--- src/rtl/dcf77_pulse_decoder.sv ---
// DCF77 pulse-width decoder: classifies low pulses into bits, locks onto the
// minute marker, assembles and checks the 59-bit frame, and outputs BCD minute/hour.
module dcf77_pulse_decoder #(
  parameter int unsigned CNT_W        = 12,
  parameter int unsigned T_MIN_PULSE  = 50,
  parameter int unsigned T_THRESH     = 150,
  parameter int unsigned T_MAX_PULSE  = 250,
  parameter int unsigned T_PERIOD_MIN = 900,
  parameter int unsigned T_GAP_MIN    = 1500,
  parameter int unsigned T_TIMEOUT    = 2500
) (
  input  logic        clk_in,
  input  logic        rst_n_in,
  input  logic        sgn_in,
  output logic        sync_out,
  output logic        bit_out,
  output logic        bit_valid_out,
  output logic [5:0]  sec_out,
  output logic        frame_valid_out,
  output logic [58:0] frame_out,
  output logic [6:0]  minute_out,
  output logic [5:0]  hour_out,
  output logic        err_out
);

  localparam logic [CNT_W-1:0] MinPulse  = CNT_W'(T_MIN_PULSE);
  localparam logic [CNT_W-1:0] Thresh    = CNT_W'(T_THRESH);
  localparam logic [CNT_W-1:0] MaxPulse  = CNT_W'(T_MAX_PULSE);
  localparam logic [CNT_W-1:0] PeriodMin = CNT_W'(T_PERIOD_MIN);
  localparam logic [CNT_W-1:0] GapMin    = CNT_W'(T_GAP_MIN);
  localparam logic [CNT_W-1:0] Timeout   = CNT_W'(T_TIMEOUT);
  localparam logic [CNT_W-1:0] CntMax    = '1;
  localparam logic [CNT_W-1:0] CntOne    = CNT_W'(1);

  typedef enum logic [1:0] {StHunt, StLow, StHigh} state_e;

  logic             s1_q, s2_q, s3_q;
  logic             fall, rise;
  logic [CNT_W-1:0] period_cnt_q, period_cnt_d;
  logic [CNT_W-1:0] low_cnt_q, low_cnt_d;
  state_e           state_q;
  logic [5:0]       bit_cnt_q;
  logic [58:0]      shreg_q;
  logic             frame_ok;

  logic             sync_q, bit_q, bit_valid_q, frame_valid_q, err_q;
  logic [5:0]       sec_q;
  logic [58:0]      frame_q;
  logic [6:0]       minute_q;
  logic [5:0]       hour_q;

  assign fall = ~s2_q & s3_q;
  assign rise = s2_q & ~s3_q;

  always_comb begin
    period_cnt_d = period_cnt_q;
    low_cnt_d    = low_cnt_q;
    if (fall) begin
      period_cnt_d = '0;
      low_cnt_d    = '0;
    end else begin
      if (period_cnt_q != CntMax) period_cnt_d = period_cnt_q + CntOne;
      if (!s2_q && low_cnt_q != CntMax) low_cnt_d = low_cnt_q + CntOne;
    end
  end

  always_ff @(posedge clk_in) begin
    if (!rst_n_in) begin
      s1_q         <= 1'b1;
      s2_q         <= 1'b1;
      s3_q         <= 1'b1;
      period_cnt_q <= '0;
      low_cnt_q    <= '0;
    end else begin
      s1_q         <= sgn_in;
      s2_q         <= s1_q;
      s3_q         <= s2_q;
      period_cnt_q <= period_cnt_d;
      low_cnt_q    <= low_cnt_d;
    end
  end

  // Even parity over each of the three protected fields.
  assign frame_ok = (bit_cnt_q == 6'd59) && !shreg_q[0] && shreg_q[20] &&
                    !(^shreg_q[28:21]) && !(^shreg_q[35:29]) && !(^shreg_q[58:36]);

  always_ff @(posedge clk_in) begin
    if (!rst_n_in) begin
      state_q       <= StHunt;
      bit_cnt_q     <= '0;
      shreg_q       <= '0;
      sync_q        <= 1'b0;
      bit_q         <= 1'b0;
      bit_valid_q   <= 1'b0;
      sec_q         <= '0;
      frame_valid_q <= 1'b0;
      frame_q       <= '0;
      minute_q      <= '0;
      hour_q        <= '0;
      err_q         <= 1'b0;
    end else begin
      bit_valid_q   <= 1'b0;
      frame_valid_q <= 1'b0;
      err_q         <= 1'b0;
      unique case (state_q)
        StHunt: begin
          if (fall && period_cnt_q >= GapMin) begin
            bit_cnt_q <= '0;
            sync_q    <= 1'b1;
            state_q   <= StLow;
          end
        end
        StLow: begin
          if ((!s2_q && low_cnt_q > MaxPulse) || (rise && low_cnt_q < MinPulse)) begin
            err_q     <= 1'b1;
            sync_q    <= 1'b0;
            bit_cnt_q <= '0;
            state_q   <= StHunt;
          end else if (rise) begin
            shreg_q[bit_cnt_q] <= (low_cnt_q >= Thresh);
            bit_q              <= (low_cnt_q >= Thresh);
            sec_q              <= bit_cnt_q;
            bit_valid_q        <= 1'b1;
            bit_cnt_q          <= bit_cnt_q + 6'd1;
            state_q            <= StHigh;
          end
        end
        StHigh: begin
          // Timeout takes precedence over a coincident edge.
          if ((period_cnt_q > Timeout) ||
              (fall && period_cnt_q < PeriodMin) ||
              (fall && period_cnt_q < GapMin && bit_cnt_q >= 6'd59) ||
              (fall && period_cnt_q >= GapMin && !frame_ok)) begin
            err_q     <= 1'b1;
            sync_q    <= 1'b0;
            bit_cnt_q <= '0;
            state_q   <= StHunt;
          end else if (fall && period_cnt_q < GapMin) begin
            state_q <= StLow;
          end else if (fall) begin
            frame_q       <= shreg_q;
            minute_q      <= shreg_q[27:21];
            hour_q        <= shreg_q[34:29];
            frame_valid_q <= 1'b1;
            bit_cnt_q     <= '0;
            state_q       <= StLow;
          end
        end
        default: state_q <= StHunt;
      endcase
    end
  end

  assign sync_out        = sync_q;
  assign bit_out         = bit_q;
  assign bit_valid_out   = bit_valid_q;
  assign sec_out         = sec_q;
  assign frame_valid_out = frame_valid_q;
  assign frame_out       = frame_q;
  assign minute_out      = minute_q;
  assign hour_out        = hour_q;
  assign err_out         = err_q;

endmodule
--- config.mk ---
export PLATFORM = sky130hd
export DESIGN_NAME = dcf77_pulse_decoder
export DESIGN_NICKNAME = d
export VERILOG_FILES = /design/src/rtl/dcf77_pulse_decoder.sv
export SDC_FILE = /design/constraint.sdc
export NUM_CORES = 1
export LEC_CHECK = 0
export CORE_MARGIN = 5
export CORE_UTILIZATION = 45
export CTS_CLUSTER_SIZE = 10
export DETAILED_ROUTE_END_ITERATION = 6
export MAX_ROUTING_LAYER = met4
export PLACE_DENSITY = 0.69
export SLEW_MARGIN = 20
export SYNTH_ARGS = -nofsm -noshare
export SYNTH_HDL_FRONTEND = slang
export SYNTH_SLANG_ARGS = --single-unit
export TNS_END_PERCENT = 1
--- constraint.sdc ---
create_clock -name clk_in -period 2.9 [get_ports clk_in]
set_input_delay 0.58 -clock clk_in [delete_from_list [all_inputs] [get_ports clk_in]]
set_output_delay 0.58 -clock clk_in [all_outputs]
set_load 0.01 [all_outputs]
==> results.txt <==
RSZ-0062 raised after global routing: false
crit path DAT: 3.01 ns
met1 usage: 0.252
Synth top cells by count: 181 x nor2_1, 164 x dfxtp_1, 80 x nand2_1
GRT busiest layer: met2
max-cap violation count: 0
gr ovfl total: 0
EDFF count, synth: 0
fin crit share: 0.925
Site Rows: 46
simple-gate share of the synthesized area: 0.245
Setup Skew: 0.0124 ns
mux contribution to synthesized area: 0.0940
WP data required: 3.23 ns
die area: 19000 um^2
type of origin of the critical path: flip-flop
Mapped Cells: 866
total routed wirelength: 16.7 mm
Slew HR: 0.558
synthesized area per cell: 8.49 um^2
DR vias/cell: 5.17
CTS Buf Count: 17
most common cell in the synthesized netlist: nor2_1
Max Slew Vio Count: 0
met3 usage: 0.0380
XOR/XNOR Fraction of Synth Area: 0.0615
area grow syn2layout: 22.9%
first-pass GRT wire length: 27.4 mm
Routed Antenna Nets: 0
Core Region: 15900 um^2
CP Class: flip-flop to flip-flop
Clock Tree Buf Depth: 2
pre-CTS WS: 0.240 ns
crit-path max FO: 11
pin count of the biggest net entering global routing: 71
number of H-tree levels: 4
Starting DRT DRC Count: 411
Synth Area in Compound Gates: 0.0884
# port buffers: 85
TritonCTS Sinks: 164
DR pass1 iterations: 7
die span in y: 138 um
Distinct cells, synth: 57
clk_lat worst skew: 0.43 ns
Synth area leaders: dfxtp_1 45%, mux2i_1 9.4%, nor2_1 9.2%
Root Buffer: clkbuf_16
vias in the first global route: 5439
setup TNS: 0 ns
Async SR Flop Fraction: 0
crit end category: flip-flop
Peak VDD IR: 0.432 mV
area leader, netlist: dfxtp_1
sequential fraction of the synthesis area: 0.447
fill cell count: 1444
fmax: 373 MHz
gr usage total: 0.186
synthesized-area fraction occupied by adder cells: 0.0153
ys flop type: dfxtp_1
Worst-path clk slew: 0.06 ns
Yosys top cell area share: 0.447
Initial Util: 0.461
I/O pins: 86
worst-margin pin slew: 0.661 ns
Chip Width: 138 um
Final WS setup: 0.218 ns
GRT met2 Usage: 0.283
final net count: 938
drt drc: 0
TritonCTS clock tree: built
final hold vios: 0
share of layout cells above drive strength 1: 0.0756
leakage: 3.57 nW
ant diodes: 0
outcome: finished, final reports clean
min cycle time layout: 2.68 ns
YS warnings: 0
Hold Crit Class: flip-flop to flip-flop
FF+latch count, synth: 164
Avg WL per Cell: 14.4 um
initial antenna violation count: 0
hpwl dp: 11.2 mm
pwr dens: 551 nW/um^2
Hold Slack: 0.407 ns
via count: 5973
largest family of logic cells by synthesized area: simple AND/OR/NAND/NOR gates
Routability Congestion: 0.820
Mapped Area: 7350 um^2
Final setup violation count: 0
Mapped Nets: 878
==> critical path: stages, from the launching register on <==
cell and delay, ns:
dfxtp_1 0.42, ha_1 0.19, nor2b_1 0.06, o2111ai_1 0.40
nand4_4 0.27, or4_1 0.70, nor2_1 0.23, nor2_1 0.06
a311oi_1 0.26
==> registers in the layout, indices dropped and copies added (netlist names) <==
register	cells
bit_cnt_q	6
bit_out	1
bit_valid_out	1
err_out	1
frame_out	59
frame_valid_out	1
low_cnt_q	12
period_cnt_q	12
s1_q	1
s2_q	1
s3_q	1
sec_out	6
shreg_q	59
state_q	2
sync_out	1
==> timing repair <==
| item | CTS | global route |
|---|---|---|
| setup endpoints to repair | 0 | 3 |
| resized for setup | 0 | 1 |
| hold buffers | 0 | 0 |
| buffers inserted | 0 | 0 |
| endpoints found under the hold margin | 0 | 0 |
==> final cells by class <==
class / instances / area, um^2 / share of cell area
sequential: 164 / 3280 / 0.363
multi-input combinational: 623 / 3720 / 0.411
clock buffer: 19 / 443 / 0.0490
inverter: 11 / 43.8 / 0.00485
timing repair buffer: 109 / 1080 / 0.120
clock inverter: 13 / 196 / 0.0217
tap: 216 / 270 / 0.0299
==> through the flow <==
step	total power, W	utilization	area (um^2)	cells
6_report	0.00498	0.567	9030	1155
3_5_place_dp	0.00259	0.526	8380	1123
3_3_place_gp	0.00259	0.526	8380	1123
5_1_grt	0.00514	0.567	9030	1155
2_1_floorplan	0.00252	-	7350	866
4_1_cts	0.00501	0.566	9020	1155
==> where the power goes <==
group	leakage, nW	internal, W	total, W	switching (W)
logic	1.95	0.000100	0.000252	0.000151
registers	1.32	0.00227	0.00229	0.0000199
clock network	0.299	0.00148	0.00244	0.000957
total	3.57	0.00385	0.00498	0.00113
==> path summary, 6_finish.rpt <==
path / start / to / slack (ns) / depth (start not counted)
max reg2reg: low_cnt_q[1] / shreg_q[54] / 0.22 / 8
min: s1_q / s2_q / 0.41 / 1
min reg2reg: s1_q / s2_q / 0.41 / 1
max: low_cnt_q[1] / shreg_q[54] / 0.22 / 8
==> logic make-up after synthesis <==
family          count (synthesis)
compound gates                103
mux                            69
xor+xnor                       50
simple gates                  392
flops                         164
fa+ha+maj                       9
buf+inv                        79
==> metal layers <==
metal | wire (um) | part of all wire
met1 | 8130 | 0.49
met2 | 7590 | 0.46
met3 | 742 | 0.045
met4 | 204 | 0.012
met5 | 0 | 0
==> cell usage in the layout (no fill, tap or decap), drive strengths merged, types with 3 or more instances in the layout <==
cell type	instances
nor2	181
dfxtp	164
clkdlybuf4s50	85
nand2	80
mux2i	69
nor3	56
a21oi	55
xnor2	33
buf	24
clkbuf	19
nand3	16
xor2	16
inv	15
o21ai	12
a311oi	9
ha	9
or3	8
nor2b	7
and3	6
nand4	6
nand2b	5
nor4	5
o21a	4
and2	4
clkinvlp	4
bufinv	4
or2	3
nand4b	3
o22ai	3
or4	3
Note: power is estimated with default switching activity, not from simulation.
